File: src/rtl/image_rom_arbiter.sv
// image_rom_arbiter
//   Lets two pixel requesters share one combinational image ROM read port.
//   Arbitration is round-robin and the grant is combinational. The ROM
//   address and the returned pixel are both registered, so one read can be
//   accepted every cycle. Each read returns two edges after acceptance to
//   the requester that issued it, with a one-cycle valid pulse.
//
// Ports
//   Clock, Reset          : system clock, asynchronous active-high reset
//   req0/row0/col0        : requester 0 read request (level) and pixel address
//   gnt0                  : combinational grant to requester 0
//   valid0/pixel0         : requester 0 return pulse and returned pixel
//   req1 ... pixel1       : same set of signals for requester 1
//   rom_pix_row/col       : registered ROM address
//   rom_pixel             : ROM data for the current rom_pix_row/col
//   gnt_cnt0/gnt_cnt1/conflict_cnt : saturating statistics counters, present
//                           only when ROM_ARB_STATS_EN is defined
//
// Optional build macro: ROM_ARB_STATS_EN

module image_rom_arbiter #(
  parameter int unsigned IMG_ROWS  = 240,
  parameter int unsigned IMG_COLS  = 320,
  parameter logic [11:0] OOR_PIXEL = 12'h000
) (
  input  logic        Clock,
  input  logic        Reset,
  input  logic        req0,
  input  logic [7:0]  row0,
  input  logic [8:0]  col0,
  output logic        gnt0,
  output logic        valid0,
  output logic [11:0] pixel0,
  input  logic        req1,
  input  logic [7:0]  row1,
  input  logic [8:0]  col1,
  output logic        gnt1,
  output logic        valid1,
  output logic [11:0] pixel1,
  output logic [7:0]  rom_pix_row,
  output logic [8:0]  rom_pix_col,
  input  logic [11:0] rom_pixel
`ifdef ROM_ARB_STATS_EN
  ,
  output logic [15:0] gnt_cnt0,
  output logic [15:0] gnt_cnt1,
  output logic [15:0] conflict_cnt
`endif
);

  logic        last_grant_q, last_grant_d;
  logic        s1_valid_q,   s1_valid_d;
  logic        s1_tag_q,     s1_tag_d;
  logic        s1_oor_q,     s1_oor_d;
  logic [7:0]  rom_row_q,    rom_row_d;
  logic [8:0]  rom_col_q,    rom_col_d;
  logic        valid0_q,     valid0_d;
  logic        valid1_q,     valid1_d;
  logic [11:0] pixel0_q,     pixel0_d;
  logic [11:0] pixel1_q,     pixel1_d;

  logic        gnt0_c, gnt1_c;
  logic        accept, win_id, win_oor;
  logic [7:0]  win_row;
  logic [8:0]  win_col;
  logic [11:0] ret_pix;

  // On a tie the requester that did not win last time is granted;
  // last_grant resets to 1 so the first tie goes to requester 0.
  always_comb begin
    gnt0_c = req0 & (~req1 | last_grant_q);
    gnt1_c = req1 & (~req0 | ~last_grant_q);
  end

  assign gnt0 = gnt0_c;
  assign gnt1 = gnt1_c;

  always_comb begin
    accept  = gnt0_c | gnt1_c;
    win_id  = gnt1_c;
    win_row = win_id ? row1 : row0;
    win_col = win_id ? col1 : col0;
    win_oor = (32'(win_row) >= IMG_ROWS) || (32'(win_col) >= IMG_COLS);
    ret_pix = s1_oor_q ? OOR_PIXEL : rom_pixel;

    last_grant_d = last_grant_q;
    rom_row_d    = rom_row_q;
    rom_col_d    = rom_col_q;
    s1_tag_d     = s1_tag_q;
    s1_oor_d     = s1_oor_q;
    s1_valid_d   = accept;
    if (accept) begin
      // Out-of-range reads still occupy the pipeline but park the ROM at 0/0.
      rom_row_d    = win_oor ? '0 : win_row;
      rom_col_d    = win_oor ? '0 : win_col;
      s1_tag_d     = win_id;
      s1_oor_d     = win_oor;
      last_grant_d = win_id;
    end

    valid0_d = s1_valid_q & ~s1_tag_q;
    valid1_d = s1_valid_q &  s1_tag_q;
    pixel0_d = valid0_d ? ret_pix : pixel0_q;
    pixel1_d = valid1_d ? ret_pix : pixel1_q;
  end

  always_ff @(posedge Clock or posedge Reset) begin
    if (Reset) begin
      last_grant_q <= 1'b1;
      s1_valid_q   <= 1'b0;
      s1_tag_q     <= 1'b0;
      s1_oor_q     <= 1'b0;
      rom_row_q    <= '0;
      rom_col_q    <= '0;
      valid0_q     <= 1'b0;
      valid1_q     <= 1'b0;
      pixel0_q     <= '0;
      pixel1_q     <= '0;
    end else begin
      last_grant_q <= last_grant_d;
      s1_valid_q   <= s1_valid_d;
      s1_tag_q     <= s1_tag_d;
      s1_oor_q     <= s1_oor_d;
      rom_row_q    <= rom_row_d;
      rom_col_q    <= rom_col_d;
      valid0_q     <= valid0_d;
      valid1_q     <= valid1_d;
      pixel0_q     <= pixel0_d;
      pixel1_q     <= pixel1_d;
    end
  end

  assign rom_pix_row = rom_row_q;
  assign rom_pix_col = rom_col_q;
  assign valid0      = valid0_q;
  assign valid1      = valid1_q;
  assign pixel0      = pixel0_q;
  assign pixel1      = pixel1_q;

`ifdef ROM_ARB_STATS_EN
  logic [15:0] gnt_cnt0_q, gnt_cnt0_d;
  logic [15:0] gnt_cnt1_q, gnt_cnt1_d;
  logic [15:0] conf_cnt_q, conf_cnt_d;

  always_comb begin
    gnt_cnt0_d = gnt_cnt0_q;
    gnt_cnt1_d = gnt_cnt1_q;
    conf_cnt_d = conf_cnt_q;
    if (gnt0_c && gnt_cnt0_q != '1) gnt_cnt0_d = gnt_cnt0_q + 16'd1;
    if (gnt1_c && gnt_cnt1_q != '1) gnt_cnt1_d = gnt_cnt1_q + 16'd1;
    if (req0 && req1 && conf_cnt_q != '1) conf_cnt_d = conf_cnt_q + 16'd1;
  end

  always_ff @(posedge Clock or posedge Reset) begin
    if (Reset) begin
      gnt_cnt0_q <= '0;
      gnt_cnt1_q <= '0;
      conf_cnt_q <= '0;
    end else begin
      gnt_cnt0_q <= gnt_cnt0_d;
      gnt_cnt1_q <= gnt_cnt1_d;
      conf_cnt_q <= conf_cnt_d;
    end
  end

  assign gnt_cnt0     = gnt_cnt0_q;
  assign gnt_cnt1     = gnt_cnt1_q;
  assign conflict_cnt = conf_cnt_q;
`endif

endmodule

File: config.mk
export PLATFORM = sky130hd
export DESIGN_NAME = image_rom_arbiter
export DESIGN_NICKNAME = d
export VERILOG_FILES = /design/src/rtl/image_rom_arbiter.sv
export SDC_FILE = /design/constraint.sdc
export NUM_CORES = 1
export LEC_CHECK = 0
export CAP_MARGIN = 20
export CORE_ASPECT_RATIO = 0.75
export CORE_MARGIN = 1
export CORE_UTILIZATION = 36
export CTS_CLUSTER_SIZE = 8
export DETAILED_ROUTE_END_ITERATION = 16
export PLACE_DENSITY = 0.75
export SLEW_MARGIN = 20
export SYNTH_ARGS = -nofsm -noshare
export SYNTH_HDL_FRONTEND = slang
export SYNTH_SLANG_ARGS = --single-unit
File: constraint.sdc
create_clock -name Clock -period 1.45 [get_ports Clock]
set_clock_uncertainty 0.05 [all_clocks]
set_input_delay 0.29 -clock Clock [delete_from_list [all_inputs] [get_ports Clock]]
set_output_delay 0.29 -clock Clock [all_outputs]
set_load 0.01 [all_outputs]
-- Word-level counts from Yosys, hierarchy flattened
Index checks and enable logic that the tools add are counted.
- input port bits: 50
- logic and storage cells: 29
- bits in registers: 47
- reduce and logical (&&, ||, !) cells: 1
- bitwise gates (word level): 11
- muxes and demuxes: 5
- magnitude comparators: 2
- operators by type and width (operator ; count):
    $mux W9 ; 2
    $mux W8 ; 2
    $mux W12 ; 1
    $ge A9 B9 Y1 const B ; 1
    $ge A8 B8 Y1 const B ; 1
    $and A1 B1 Y1 ; 4
    $not A1 Y1 ; 4
    $or A1 B1 Y1 ; 3
    $logic_or A1 B1 Y1 ; 1

-- Longest topological paths before layout
Gate-level depths: netlist of run 1.
- depth after elaboration: 7
- gate-level depth with buffers: 5

-- Least setup slack after synthesis of run 1
OpenSTA, ideal clock, no wires.
- kind: flip-flop to flip-flop
- from: register last_grant_q
- to: register rom_col_q[2], in the netlist rom_pix_col[2]
- cell stages (with the launch flop): 6
- arrival time: 1.343 ns
- path slack: -0.069 ns
- setup time: 0.126 ns
- cell sequence: dfstp_2 > a21boi_2 > and3_1 > buf_4 > buf_6 > a221o_1
- cells in the longest elaborated chain, start to end: 7
- RTL lines (element ; line ; source):
    start: declaration ; 51 ; logic last_grant_q, last_grant_d;
    start signal: assignment ; 120 ; last_grant_q <= last_grant_d;
    $not A1 Y1 * ; 72 ; gnt1_c = req1 & (~req0 | ~last_grant_q);
    $or A1 B1 Y1 * ; 72 ;
    $and A1 B1 Y1 * ; 72 ;
    named net gnt1 ; 37 ; output logic gnt1,
    $mux W9 / $mux W8 (equally long branches) ; 82, 81 ;
    $ge A9 B9 Y1 / $ge A8 B8 Y1 (equally long branches) ; 83 ; win_oor = (32'(win_row) >= IMG_ROWS) || (32'(win_col) >= IMG_COLS);
    $logic_or A1 B1 Y1 ; 83 ;
    $mux W9 ; 95 ; rom_col_d = win_oor ? '0 : win_col;
    end signal: assignment ; 125 ; rom_col_q <= rom_col_d;
    end: declaration ; 56 ; logic [8:0] rom_col_q, rom_col_d;
Mark *: on every way through the listed nets, which the timed path passes. The rest lies on a longest branch.
A chain may end at the register's enable or synchronous reset.

-- Final worst setup path of run 1
- from: register last_grant_q
- to: register rom_row_q[4], in the netlist rom_pix_row[4]
- cells in the longest elaborated chain, start to end: 7
- RTL lines (element ; line ; source):
    $not A1 Y1 ; 72 ;
    $or A1 B1 Y1 ; 72 ;
    $and A1 B1 Y1 ; 72 ;
    $mux W9 / $mux W8 (equally long branches) ; 82, 81 ;
    $ge A9 B9 Y1 / $ge A8 B8 Y1 (equally long branches) ; 83 ;
    $logic_or A1 B1 Y1 ; 83 ;
    $mux W8 ; 94 ; rom_row_d = win_oor ? '0 : win_row;
    end signal: assignment ; 124 ; rom_row_q <= rom_row_d;
    end: declaration ; 55 ; logic [7:0] rom_row_q, rom_row_d;
Parallel ways exist; a longest one is shown, timed or not.

==> impl_metrics.json, run 1 <==
{
  "drt_wl_total_um": 5220,
  "clk_pin_slew_ps": 80,
  "critPathTopFamily": "flip-flops",
  "ys_async_sr_fraction_pct": 100,
  "clockRootBuffer": "clkbuf_8",
  "finalMaxSlewViolations": 0,
  "dp_hpwl_um": 3990,
  "failed_checks": "negative setup slack",
  "synth_flop_cell": "dfrtp_1",
  "vdd_drop_max_mv": 0.520,
  "dr.pass1.iters": 4,
  "wl_per_cell_um": 14.5,
  "fmax_mhz": 658,
  "gp_congestion": 0.745,
  "core_um2": 5040,
  "syn2layout_area_growth_pct": 64.2,
  "crit_required_ps": 1630,
  "clock-sinks": 47,
  "path_max_fanout": 4,
  "start_kind": "flip-flop",
  "rows": 22,
  "tightest_slew_ps": 383,
  "netlist_instances": 173,
  "gr-usage-all-layers_pct": 20.7,
  "synth_area_um2": 1950,
  "max_stage_delay_ps": 550,
  "multi_input_area_um2": 708,
  "power_frac_comb_pct": 26.3,
  "dieArea_um2": 5710,
  "critPathBufInv": 3,
  "rsz0062_at_grt": "true",
  "fin_crit_ps": 1520,
  "yosysSeqAreaShare_pct": 60.4,
  "seq_area_um2": 1180,
  "p_switching_mw": 0.922,
  "critical_path_depth": 5,
  "synth.distinct_cells": 25,
  "r2r_cells": 5,
  "criticalPathCategory": "flip-flop to flip-flop",
  "fin_cells": 360,
  "diodes": 0,
  "max_cap_violations": 0,
  "drt_iter0_drc": 71,
  "hold_class": "input port to async pin",
  "power.internal_mw": 2.50,
  "p_clk_share_pct": 26.6,
  "power_density_nw_per_um2": 1070,
  "crit_path_top_delay_cell": "dfstp_2",
  "drive_above_1_share_pct": 13.5,
  "die_y_um": 65.7,
  "postCtsHoldBufs": 0,
  "postSynthAreaPerCell_um2": 11.3,
  "path_cells": "inv_2, buf_6, a2111oi_4, buf_4, a221o_1",
  "die_x_um": 86.9,
  "synth_largest_area_cell": "dfrtp_1",
  "relSlewSlack_pct": 74.5,
  "antenna_found_initial": 0,
  "synth.most_common_cell": "dfrtp_1",
  "nNetsFinal": 338,
  "fillers": 442,
  "grt_pass1_wl_um": 8870,
  "yosys_warnings": 0,
  "grt_max_degree": 26,
  "clkLatencyLatePin_ps": 280,
  "synth_edf_count": 0,
  "setup_slack_ps": -70.2,
  "synth_nets": 223,
  "remaining_drc_errors": 0,
  "setup_violations": 20,
  "r2r_end": "rom_pix_row[4]",
  "fin_crit_sh_pct": 105,
  "status": "finished, violations left",
  "grt_pass1_vias": 1839,
  "io_buffers": 94,
  "sw_frac_of_total_pct": 27.0,
  "pwr-share-seq_pct": 47.0,
  "cts_made_buffers": 5,
  "final_antenna_net_count": 0,
  "hold_viol": 0,
  "leakagePower_nw": 1.56,
  "htree_num_levels": 2,
  "cts_tree": "done",
  "synth_top_area_share_pct": 59.1,
  "cts_max_path_buffers": 2,
  "worstReg2RegStart": "last_grant_q",
  "io_pins": 95,
  "synth.area.top_cells": "dfrtp_1 59%, a221o_1 8.7%, nand2_1 5.0%",
  "fin_util_pct": 63.5,
  "grt-ovfl-total": 0,
  "ff2ff_setup_slack_ps": -70,
  "placed_cells": 352,
  "cp.arrival_ps": 1700,
  "initial_utilization_pct": 38.7,
  "cp-end-kind": "flip-flop",
  "ys_ff_latch": 47,
  "vias": 1724,
  "netlist_top_cells_count": "46 x dfrtp_1, 26 x nand2_1, 18 x o21ai_0",
  "vias_per_cell": 4.79
}
==> routing by layer <==
metal	global-route usage, %	vias to the layer above	part of all wire [%]
li1	-	844	-
met1	27.7	821	48
met2	32.9	53	45
met3	4.77	6	5.1
met4	7.71	0	1.5
met5	0	-	0
==> through the flow <==
stage	hold WS [ps]	area, µm²	total power [mW]	setup TNS, ps	setup slack (ps)
6_report	249	3200	3.42	-1090	-70.2
5_1_grt	276	3200	3.63	-2170	-133
4_1_cts	250	3200	3.46	-1090	-69.2
3_5_place_dp	419	3140	2.66	-10230	-579
3_3_place_gp	415	3140	2.65	-9510	-523
2_1_floorplan	263	1960	2.00	-626	-54.5
==> registers in the layout, indices dropped and copies added, names as in the netlist <==
| signal | count |
|---|---|
| s1_oor_q | 1 |
| pixel0 | 12 |
| rom_pix_row | 8 |
| s1_tag_q | 1 |
| valid0 | 1 |
| valid1 | 1 |
| pixel1 | 12 |
| last_grant_q | 1 |
| rom_pix_col | 9 |
| s1_valid_q | 1 |
==> power groups by stage <==
stage / logic [mW] / clock network [mW] / registers (mW)
4_1_cts: 0.913 / 0.940 / 1.61
6_report: 0.901 / 0.911 / 1.61
3_3_place_gp: 1.01 / 0 / 1.64
5_1_grt: 0.994 / 1.00 / 1.63
2_1_floorplan: 0.299 / 0 / 1.71
3_5_place_dp: 1.02 / 0 / 1.64
==> layout make-up <==
cell class                      instances  area share, %
Inverter                                6          0.821
Clock inverter                          1          0.939
Sequential cell                        47           36.8
Multi-Input combinational cell        111           22.1
Clock buffer                            6           2.27
Timing Repair Buffer                  117           34.2
Tap cell                               72           2.82
==> logic make-up after synthesis <==
group           share of synthesized area (%)
compound gates                           18.4
flops                                    60.4
buf+inv                                  3.85
simple gates                             17.3
==> cells in the final DEF, fill, tap and decap left out, drive strengths merged, types with 5 or more instances in the layout <==
master / instances
a221o: 17
and2: 14
buf: 25
clkbuf: 6
clkdlybuf4s50: 47
dfrtp: 46
dlygate4sd2: 45
inv: 5
nand2: 26
nand2b: 13
o21ai: 26
==> repair_timing <==
action,in CTS,in global routing
endpoints found under the setup margin,63,20
buffers inserted,1,0
pin swaps,1,1
resized for setup,57,0
==> worst max path at each step <==
stage                            start              to  slack [ps]
after global routing      last_grant_q  rom_pix_row[1]        -130
after CTS                 last_grant_q  rom_pix_row[4]         -70
after detailed placement          req0        s1_oor_q        -580
final                     last_grant_q  rom_pix_row[4]         -70
after global placement            req0        s1_oor_q        -520
after floorplan           last_grant_q  rom_pix_col[2]         -50
Note: power is estimated with default switching activity, not from simulation.
==> inputs of run 2 (changes only) <==
--- a/constraint.sdc
+++ b/constraint.sdc
@@ -4,2 +4,2 @@
 set_output_delay 0.29 -clock Clock [all_outputs]
-set_load 0.01 [all_outputs]
+set_load 0.02 [all_outputs]
==> run 2 against run 1 <==
Effect of this change: the flow still finishes with violations (negative setup slack); fmax shrank 3.6%; sequential power is essentially flat; critical path type is now flip-flop to output port; non-clock buffer count grew 4; via count grew 1.0%.
==> impl_metrics.json, run 2 (same netlist as run 1, synthesis figures left out) <==
{
  "seq_area_um2": 1180,
  "vias": 1742,
  "cts_max_path_buffers": 2,
  "start_kind": "flip-flop",
  "drive_above_1_share_pct": 15.0,
  "finalMaxSlewViolations": 0,
  "rows": 22,
  "grt-ovfl-total": 0,
  "relSlewSlack_pct": 75.6,
  "cts_made_buffers": 5,
  "gp_congestion": 0.795,
  "max_stage_delay_ps": 380,
  "status": "finished, violations left",
  "fin_crit_ps": 1580,
  "stdcell_area_um2": 3230,
  "initial_utilization_pct": 38.7,
  "antenna_found_initial": 0,
  "criticalPathCategory": "flip-flop to output port",
  "final_antenna_net_count": 0,
  "clkLatencyLatePin_ps": 290,
  "totalPowerFinal_mw": 3.61,
  "rsz0062_at_grt": "true",
  "grt_pass1_vias": 1783,
  "dr.pass1.iters": 4,
  "hold_class": "input port to async pin",
  "diodes": 0,
  "clock-sinks": 47,
  "cp-end-kind": "output port",
  "die_y_um": 65.7,
  "fin_crit_sh_pct": 109,
  "io_buffers": 94,
  "ff2ff_setup_slack_ps": -100,
  "crit_required_ps": 1110,
  "gr-usage-all-layers_pct": 20.7,
  "grt_max_degree": 48,
  "fin_cells": 366,
  "drt_iter0_drc": 44,
  "placed_cells": 354,
  "clockRootBuffer": "clkbuf_8",
  "cts_tree": "done",
  "fmax_mhz": 634,
  "vias_per_cell": 4.76,
  "power_density_nw_per_um2": 1120,
  "leakagePower_nw": 1.58,
  "place_area_um2": 3130,
  "final_common_cell": "clkdlybuf4s50_1",
  "remaining_drc_errors": 0,
  "max_cap_violations": 0,
  "drt_wl_total_um": 5270,
  "vdd_drop_max_mv": 0.648,
  "wl_per_cell_um": 14.4,
  "path_max_fanout": 4,
  "io_pins": 95,
  "core_um2": 5040,
  "clk_pin_slew_ps": 80,
  "nNetsFinal": 343,
  "failed_checks": "negative setup slack",
  "hold_viol": 0,
  "setup_slack_ps": -127,
  "cp_common_cell": "buf_6",
  "die_x_um": 86.9,
  "fillers": 409,
  "postCtsHoldBufs": 0,
  "cp.arrival_ps": 1240,
  "crit_path_top_delay_cell": "dfstp_2",
  "multi_input_area_um2": 719,
  "dieArea_um2": 5710,
  "tightest_slew_ps": 367,
  "dp_hpwl_um": 3860,
  "layout_common_cells": "47 x clkdlybuf4s50_1, 46 x dfrtp_1, 45 x dlygate4sd2_1",
  "grt_pass1_wl_um": 8780,
  "path_cells": "buf_4, buf_6, a21boi_4, buf_6",
  "syn2layout_area_growth_pct": 65.8,
  "htree_num_levels": 2,
  "setup_violations": 20
}
==> run 2: changes by cell type in the layout (fill, tap and decap cells not counted), sizes merged <==
cell,before,now
buf,25,29
clkbuf,6,7
and3,1,2
==> run 2: worst paths after layout <==
check                              from             end  depth (start not counted)
setup / recovery           last_grant_q            gnt1                          4
hold / removal                    Reset  rom_pix_row[7]                          3
setup reg to reg           last_grant_q  rom_pix_col[3]                          5
hold reg to reg              pixel0[10]      pixel0[10]                          2
max in group asynchronous         Reset    last_grant_q                          3
min in group Clock                 req0    last_grant_q                          2
==> run 2: critical path: cells and delay by family (launching register included) <==
kind	cells	cell delay (ps)
buffers and inverters	3	390
AO/OA/AOI/OAI	1	180
flip-flops	1	380
==> run 2: through the flow <==
stage / hold WS, ps / TNS (ps) / setup slack [ps] / utilization (%)
floorplan: 263 / -826 / -76.7 / -
global placement: 413 / -9830 / -581 / 62.1
detailed placement: 419 / -9750 / -600 / 62.1
CTS: 356 / -1910 / -138 / 64.1
global route: 360 / -3250 / -195 / 64.1
finish: 345 / -1700 / -127 / 64.1
==> run 2: layout make-up <==
cell class	instances	area share [%]
Multi-Input combinational cell	112	22.3
Inverter	6	0.814
Tap cell	72	2.79
Clock inverter	1	0.930
Clock buffer	7	2.36
Sequential cell	47	36.5
Timing Repair Buffer	121	34.4
==> run 2: per-layer routing <==
layer,GRT usage [%],part of all wire (%)
met1,28.7,49
met2,31.7,44
met3,4.65,5.0
met4,7.71,1.8
met5,0,0
==> run 2: what timing repair did <==
item / CTS / global route
gates cloned: 2 / 0
resized for setup: 63 / 0
setup endpoints to repair: 63 / 20
pin swaps: 8 / 2
buffers inserted: 2 / 0
==> run 2: power breakdown <==
| group | switching, mW | total (mW) | internal [mW] |
|---|---|---|---|
| clock network | 0.422 | 0.938 | 0.516 |
| registers | 0.104 | 1.60 | 1.50 |
| logic | 0.558 | 1.06 | 0.504 |
